[src/rtl/des_decrypt_core.sv]
// Iterative DES decryption: one Feistel round per clock, 16 rounds per block.
// The key schedule runs backwards (K16..K1) by rotating C/D right after each round.
module des_decrypt_core #(
    parameter bit pCHECK_PARITY = 1'b1
) (
    input  logic        wClk,
    input  logic        wResetN,
    input  logic        wInValid,
    output logic        wInReady,
    input  logic [63:0] wCipherText,
    input  logic [63:0] wKey,
    output logic        wOutValid,
    input  logic        wOutReady,
    output logic [63:0] wPlainText,
    output logic        wKeyParityErr,
    output logic        wBusy
);

    // Permutation tables hold DES bit numbers (1 = MSB), left-aligned and zero padded.
    localparam logic [511:0] IP_T = {
        8'd58, 8'd50, 8'd42, 8'd34, 8'd26, 8'd18, 8'd10, 8'd2,
        8'd60, 8'd52, 8'd44, 8'd36, 8'd28, 8'd20, 8'd12, 8'd4,
        8'd62, 8'd54, 8'd46, 8'd38, 8'd30, 8'd22, 8'd14, 8'd6,
        8'd64, 8'd56, 8'd48, 8'd40, 8'd32, 8'd24, 8'd16, 8'd8,
        8'd57, 8'd49, 8'd41, 8'd33, 8'd25, 8'd17, 8'd9,  8'd1,
        8'd59, 8'd51, 8'd43, 8'd35, 8'd27, 8'd19, 8'd11, 8'd3,
        8'd61, 8'd53, 8'd45, 8'd37, 8'd29, 8'd21, 8'd13, 8'd5,
        8'd63, 8'd55, 8'd47, 8'd39, 8'd31, 8'd23, 8'd15, 8'd7};

    localparam logic [511:0] FP_T = {
        8'd40, 8'd8, 8'd48, 8'd16, 8'd56, 8'd24, 8'd64, 8'd32,
        8'd39, 8'd7, 8'd47, 8'd15, 8'd55, 8'd23, 8'd63, 8'd31,
        8'd38, 8'd6, 8'd46, 8'd14, 8'd54, 8'd22, 8'd62, 8'd30,
        8'd37, 8'd5, 8'd45, 8'd13, 8'd53, 8'd21, 8'd61, 8'd29,
        8'd36, 8'd4, 8'd44, 8'd12, 8'd52, 8'd20, 8'd60, 8'd28,
        8'd35, 8'd3, 8'd43, 8'd11, 8'd51, 8'd19, 8'd59, 8'd27,
        8'd34, 8'd2, 8'd42, 8'd10, 8'd50, 8'd18, 8'd58, 8'd26,
        8'd33, 8'd1, 8'd41, 8'd9,  8'd49, 8'd17, 8'd57, 8'd25};

    localparam logic [511:0] E_T = {
        8'd32, 8'd1,  8'd2,  8'd3,  8'd4,  8'd5,  8'd4,  8'd5,
        8'd6,  8'd7,  8'd8,  8'd9,  8'd8,  8'd9,  8'd10, 8'd11,
        8'd12, 8'd13, 8'd12, 8'd13, 8'd14, 8'd15, 8'd16, 8'd17,
        8'd16, 8'd17, 8'd18, 8'd19, 8'd20, 8'd21, 8'd20, 8'd21,
        8'd22, 8'd23, 8'd24, 8'd25, 8'd24, 8'd25, 8'd26, 8'd27,
        8'd28, 8'd29, 8'd28, 8'd29, 8'd30, 8'd31, 8'd32, 8'd1,
        128'd0};

    localparam logic [511:0] P_T = {
        8'd16, 8'd7,  8'd20, 8'd21, 8'd29, 8'd12, 8'd28, 8'd17,
        8'd1,  8'd15, 8'd23, 8'd26, 8'd5,  8'd18, 8'd31, 8'd10,
        8'd2,  8'd8,  8'd24, 8'd14, 8'd32, 8'd27, 8'd3,  8'd9,
        8'd19, 8'd13, 8'd30, 8'd6,  8'd22, 8'd11, 8'd4,  8'd25,
        256'd0};

    localparam logic [511:0] PC1_T = {
        8'd57, 8'd49, 8'd41, 8'd33, 8'd25, 8'd17, 8'd9,
        8'd1,  8'd58, 8'd50, 8'd42, 8'd34, 8'd26, 8'd18,
        8'd10, 8'd2,  8'd59, 8'd51, 8'd43, 8'd35, 8'd27,
        8'd19, 8'd11, 8'd3,  8'd60, 8'd52, 8'd44, 8'd36,
        8'd63, 8'd55, 8'd47, 8'd39, 8'd31, 8'd23, 8'd15,
        8'd7,  8'd62, 8'd54, 8'd46, 8'd38, 8'd30, 8'd22,
        8'd14, 8'd6,  8'd61, 8'd53, 8'd45, 8'd37, 8'd29,
        8'd21, 8'd13, 8'd5,  8'd28, 8'd20, 8'd12, 8'd4,
        64'd0};

    localparam logic [511:0] PC2_T = {
        8'd14, 8'd17, 8'd11, 8'd24, 8'd1,  8'd5,  8'd3,  8'd28,
        8'd15, 8'd6,  8'd21, 8'd10, 8'd23, 8'd19, 8'd12, 8'd4,
        8'd26, 8'd8,  8'd16, 8'd7,  8'd27, 8'd20, 8'd13, 8'd2,
        8'd41, 8'd52, 8'd31, 8'd37, 8'd47, 8'd55, 8'd30, 8'd40,
        8'd51, 8'd45, 8'd33, 8'd48, 8'd44, 8'd49, 8'd39, 8'd56,
        8'd34, 8'd53, 8'd46, 8'd42, 8'd50, 8'd36, 8'd29, 8'd32,
        128'd0};

    // S-boxes: 64 nibbles each, entry index = {row, col}, first nibble = entry 0.
    localparam logic [255:0] S1 = 256'hE4D12FB83A6C5907_0F74E2D1A6CB9538_41E8D62BFC973A50_FC8249175B3EA06D;
    localparam logic [255:0] S2 = 256'hF18E6B34972DC05A_3D47F28EC01A69B5_0E7BA4D158C6932F_D8A13F42B67C05E9;
    localparam logic [255:0] S3 = 256'hA09E63F51DC7B428_D709346A285ECBF1_D6498F30B12C5AE7_1AD069874FE3B52C;
    localparam logic [255:0] S4 = 256'h7DE3069A1285BC4F_D8B56F03472C1AE9_A690CB7DF13E5284_3F06A1D8945BC72E;
    localparam logic [255:0] S5 = 256'h2C417AB6853FD0E9_EB2C47D150FA3986_421BAD78F9C5630E_B8C71E2D6F09A453;
    localparam logic [255:0] S6 = 256'hC1AF92680D34E75B_AF427C9561DE0B38_9EF528C3704A1DB6_432C95FABE17608D;
    localparam logic [255:0] S7 = 256'h4B2EF08D3C975A61_D0B7491AE35C2F86_14BDC37EAF680592_6BD814A7950FE23C;
    localparam logic [255:0] S8 = 256'hD2846FB1A93E50C7_1FD8A374C56B0E92_7B419CE206ADF358_21E74A8DFC90356B;

    typedef enum logic [1:0] {IDLE, ROUND, DONE} state_t;

    // Generic bit gather: output bits come out MSB-first, right-aligned in the result.
    function automatic logic [63:0] permute(input logic [63:0] x, input logic [511:0] tbl,
                                            input logic [7:0] in_w, input int n_out);
        logic [63:0]  y;
        logic [511:0] t;
        y = '0;
        t = tbl;
        for (int k = 0; k < 64; k++) begin
            if (k < n_out) begin
                y = {y[62:0], x[6'(in_w - t[511:504])]};
                t = t << 8;
            end
        end
        return y;
    endfunction

    function automatic logic [3:0] sbox(input logic [255:0] tbl, input logic [5:0] x);
        logic [255:0] sh;
        sh = tbl << {x[5], x[0], x[4:1], 2'b00};
        return sh[255:252];
    endfunction

    function automatic logic [31:0] feistel(input logic [31:0] r, input logic [47:0] k);
        logic [47:0] x;
        logic [31:0] s;
        x = 48'(permute({32'd0, r}, E_T, 8'd32, 48)) ^ k;
        s = {sbox(S1, x[47:42]), sbox(S2, x[41:36]), sbox(S3, x[35:30]), sbox(S4, x[29:24]),
             sbox(S5, x[23:18]), sbox(S6, x[17:12]), sbox(S7, x[11:6]),  sbox(S8, x[5:0])};
        return 32'(permute({32'd0, s}, P_T, 8'd32, 32));
    endfunction

    function automatic logic [27:0] rotr(input logic [27:0] v, input logic one);
        return one ? {v[0], v[27:1]} : {v[1:0], v[27:2]};
    endfunction

    state_t      state;
    logic [4:0]  cnt;
    logic [31:0] lft, rgt;
    logic [27:0] c_half, d_half;
    logic        in_ready, out_valid, busy, par_err;
    logic [47:0] subkey;
    logic [31:0] f_out;
    logic        rot_one;
    logic [7:0]  byte_odd;
    logic        key_bad;

    for (genvar b = 0; b < 8; b++) begin : g_par
        assign byte_odd[b] = ^wKey[8*b+7:8*b];
    end
    assign key_bad = pCHECK_PARITY && !(&byte_odd);

    assign subkey  = 48'(permute({8'd0, c_half, d_half}, PC2_T, 8'd56, 48));
    assign f_out   = feistel(rgt, subkey);
    // Reverse shift schedule s[17-cnt]: single-bit steps fall on rounds 1, 8, 15 and 16.
    assign rot_one = (cnt == 5'd1) || (cnt == 5'd8) || (cnt == 5'd15) || (cnt == 5'd16);

    always_ff @(posedge wClk or negedge wResetN) begin
        if (!wResetN) begin
            state     <= IDLE;
            cnt       <= '0;
            lft       <= '0;
            rgt       <= '0;
            c_half    <= '0;
            d_half    <= '0;
            in_ready  <= 1'b1;
            out_valid <= 1'b0;
            busy      <= 1'b0;
            par_err   <= 1'b0;
        end else begin
            case (state)
                IDLE: if (wInValid) begin
                    {lft, rgt}       <= permute(wCipherText, IP_T, 8'd64, 64);
                    {c_half, d_half} <= 56'(permute(wKey, PC1_T, 8'd64, 56));
                    cnt      <= 5'd1;
                    par_err  <= key_bad;
                    in_ready <= 1'b0;
                    busy     <= 1'b1;
                    state    <= ROUND;
                end
                ROUND: begin
                    lft    <= rgt;
                    rgt    <= lft ^ f_out;
                    c_half <= rotr(c_half, rot_one);
                    d_half <= rotr(d_half, rot_one);
                    if (cnt == 5'd16) begin
                        cnt       <= '0;
                        busy      <= 1'b0;
                        out_valid <= 1'b1;
                        state     <= DONE;
                    end else begin
                        cnt <= cnt + 5'd1;
                    end
                end
                DONE: if (wOutReady) begin
                    out_valid <= 1'b0;
                    in_ready  <= 1'b1;
                    state     <= IDLE;
                end
                default: state <= IDLE;
            endcase
        end
    end

    assign wInReady      = in_ready;
    assign wOutValid     = out_valid;
    assign wBusy         = busy;
    assign wKeyParityErr = par_err;
    // The final swap is undone by reading R before L.
    assign wPlainText    = permute({rgt, lft}, FP_T, 8'd64, 64);

endmodule

[config.mk]
export PLATFORM = sky130hd
export DESIGN_NAME = des_decrypt_core
export DESIGN_NICKNAME = d
export VERILOG_FILES = /design/src/rtl/des_decrypt_core.sv
export SDC_FILE = /design/constraint.sdc
export NUM_CORES = 1
export LEC_CHECK = 0
export ABC_CLOCK_PERIOD_IN_PS = 3100
export BUFFER_PORTS_ARGS = -buffer_cell sky130_fd_sc_hd__buf_2
export CELL_PAD_IN_SITES_DETAIL_PLACEMENT = 1
export CELL_PAD_IN_SITES_GLOBAL_PLACEMENT = 1
export CORE_MARGIN = 3
export CORE_UTILIZATION = 44
export DETAILED_ROUTE_END_ITERATION = 8
export PLACE_DENSITY_LB_ADDON = 0.1
export SLEW_MARGIN = 5
export SYNTH_ARGS = -nofsm -noshare
export SYNTH_HDL_FRONTEND = slang
export SYNTH_SLANG_ARGS = --single-unit
[constraint.sdc]
create_clock -name wClk -period 3.1 [get_ports wClk]
set_input_delay 0.62 -clock wClk [delete_from_list [all_inputs] [get_ports wClk]]
set_output_delay 0.62 -clock wClk [all_outputs]
set_load 0.02 [all_outputs]
==> impl_metrics.py <==
metrics = {
    "run_status": {
        "status": "complete, no violations",
    },
    "clock_tree": {
        "clk_latency_ns": 0.44,
        "htreeDepth": 4,
        "cts_buffers": 17,
        "tritoncts": "built",
        "clockRootBuffer": "clkbuf_16",
        "clockBufferDepth": 2,
        "holdBufCountCts": 0,
        "clkSlewWorstSetupHoldPaths_ns": 0.08,
        "cts_sinks": 131,
    },
    "critical_path": {
        "start_kind": "flop",
        "worstReg2RegStart": "c_half[22]$_DFFE_PN0P_",
        "regToRegEndpoint": "rgt[4]$_DFFE_PN0P_",
        "cp-endpoint": "rgt[4]$_DFFE_PN0P_",
        "path_max_fanout": 8,
        "required_ns": 3.39,
        "crit_start": "c_half[22]$_DFFE_PN0P_",
        "cp-end-kind": "flop",
        "reg2reg_setup_slack_ns": 0.23,
        "r2r_cells": 8,
        "crit_arrival_ns": 3.16,
        "critPathKind": "flop to flop",
    },
    "floorplanning": {
        "die_w_um": 175,
        "io_pins": 200,
        "die_area_mm2": 0.0305,
        "die_h_um": 175,
        "num_rows": 61,
        "core-area_mm2": 0.0279,
        "start_util_pct": 44.8,
    },
    "timing": {
        "tightest_slew_ns": 1.20,
        "slew-limit-headroom_pct": 19.7,
        "slew_viol_final": 0,
        "hold_violations": 0,
        "grt_setup_unrepaired": "false",
        "finalSetupTns_ns": 0,
        "fin_crit_sh_pct": 92.7,
        "setup_viol": 0,
        "fin_ws_ns": 0.226,
        "fmax_mhz": 348,
        "final.min_clock_period_ns": 2.87,
        "skew_ns": 0.0173,
    },
    "yosys": {
        "synth-xor-area-share_pct": 13.9,
        "netlist_area_mm2": 0.0125,
        "async_flop_share_pct": 100,
        "post-synth-top-count-cell": "nand2_1",
        "synth_adder_area_share_pct": 6.84,
        "yosys_warnings": 0,
        "synthSimpleGateAreaFrac_pct": 15.9,
        "yosysTopAreaCell": "dfrtp_1",
        "syn-instance-count": 1484,
        "synth.mux.area_fraction_pct": 10.8,
        "synth_common_cells": "nand2_1, dfrtp_1, xnor2_1",
        "synthDistinctLibCells": 65,
        "synth_top_cell_area_share_pct": 26.0,
        "ys_seq_area_share_pct": 26.2,
        "synth_compound_area_share_pct": 21.7,
        "syn_nets": 1682,
        "syn_avg_cell_area_um2": 8.43,
        "synthFlopType": "dfrtp_1",
        "ys_top_cells_by_area": "dfrtp_1, xnor2_1, ha_1, nand2_1, a211oi_1",
        "ys_seq_elements": 131,
        "synth_edf_count": 0,
        "synth_top_family_by_area": "compound AO/OA/AOI/OAI gates",
    },
    "drt": {
        "route.detailed.drc": 0,
        "vias": 12400,
        "wl_per_cell_um": 22.6,
        "ant_nets": 0,
        "viasPerCell": 6.00,
        "drtPass1Iterations": 6,
        "drt-total-wl_mm": 46.6,
        "drtIter0Drc": 965,
    },
    "grt": {
        "globalRouteTotalUtil_pct": 30.2,
        "grt_pass1_wl_mm": 72.9,
        "grt-ovfl-total": 0,
        "grt_pass1_vias": 12300,
        "antenna_found_initial": 0,
        "grt_max_degree": 116,
    },
    "place": {
        "portBuffers": 199,
        "gp_congestion": 0.889,
        "placed_cell_area_mm2": 0.0142,
        "pre_cts_ws_ns": 0.216,
        "hpwl_mm": 34.7,
    },
    "run": {
        "cap_violations": 0,
    },
    "finish": {
        "drive_above_1_share_pct": 21.8,
        "antenna_cells": 0,
        "fin_area_mm2": 0.0148,
        "syn_to_final_growth_pct": 18.5,
        "final_nets": 1866,
    },
    "worst_hold_path": {
        "hp-class": "primary input to asynchronous set/reset pin",
    },
}
==> through the flow <==
| step | util (%) | hold slack, ns | std cells |
|---|---|---|---|
| after floorplan | - | 0.324 | 1484 |
| after detailed placement | 50.9 | 0.465 | 2027 |
| after CTS | 53.0 | 0.132 | 2059 |
| final | 53.1 | 0.122 | 2059 |
| after global routing | 53.1 | 0.150 | 2059 |
| after global placement | 50.9 | 0.461 | 2027 |
==> critical path, cell delays in order, from the launching register on <==
cell and delay (ns):
dfrtp_1 0.45, xor2_1 0.49, inv_1 0.29, ha_1 0.29, a2111oi_0 0.38, nor4_1 0.11
a21oi_1 0.42, xnor2_1 0.19, a21oi_1 0.10
==> cell type report <==
class,count,area (µm²)
Clock inverter,15,173
Tap cell,378,473
Clock buffer,17,425
Sequential cell,131,3280
Fill cell,3406,13100
Multi-Input combinational cell,1206,8680
Inverter,42,160
Timing Repair Buffer,270,1640
==> worst min-delay path by stage <==
stage                                        to              start  slack (ns)
after detailed placement      wBusy$_DFFE_PN0P_  wBusy$_DFFE_PN0P_        0.47
after CTS                    cnt[3]$_DFFE_PN0P_            wResetN        0.13
final                        cnt[3]$_DFFE_PN0P_            wResetN        0.12
after global placement        wBusy$_DFFE_PN0P_  wBusy$_DFFE_PN0P_        0.46
after global routing         cnt[3]$_DFFE_PN0P_            wResetN        0.15
after floorplan           c_half[0]$_DFFE_PN0P_            wResetN        0.32
==> per-layer routing <==
layer / global-route usage (%) / vias up / routed length, µm
met2: 49.9 / 348 / 22100
met1: 42.4 / 6252 / 21300
met4: 7.91 / 0 / 1100
met3: 3.72 / 58 / 2100
li1: - / 5695 / -
met5: 0 / - / 0
==> cells in the final DEF, fill, tap and decap left out, types with 7 or more instances in the layout <==
cell type,count
inv_1,36
o221ai_1,9
a211oi_1,89
nor2b_1,75
xor2_2,7
nor3_1,28
xnor2_2,8
mux2_2,7
o31ai_1,8
nand2_1,215
mux2i_1,64
o211ai_1,23
o21ai_0,79
nand2b_1,7
a21oi_1,52
buf_2,198
ha_1,66
clkbuf_16,17
xor2_1,47
nand3_1,25
xnor2_1,116
buf_4,63
dfrtp_1,130
o2111ai_1,7
nor2_1,63
mux4_2,27
o21ai_1,22
a22oi_1,13
a31oi_1,76
buf_12,8
==> registers in the layout, indices dropped and copies added (netlist names) <==
name / count
state: 2
rgt: 32
wKeyParityErr: 1
wOutValid: 1
lft: 32
cnt: 5
c_half: 28
wBusy: 1
wInReady: 1
d_half: 28
==> timing repair <==
item | CTS | global route
endpoints found under the setup margin | 0 | 1
gates resized for setup | 0 | 1
setup buffers | 0 | 0
==> logic make-up (layout without fill, tap and decap cells) <==
group	count (synthesis)	in the layout
compound gates	416	416
mux	99	99
flops	131	131
simple gates	441	441
xor+xnor	181	181
buf+inv	147	344
fa+ha+maj	69	69
Power is left out: the tool's default activity adds up to more than one toggle a clock period on the data nets, which glitch-free logic cannot reach.
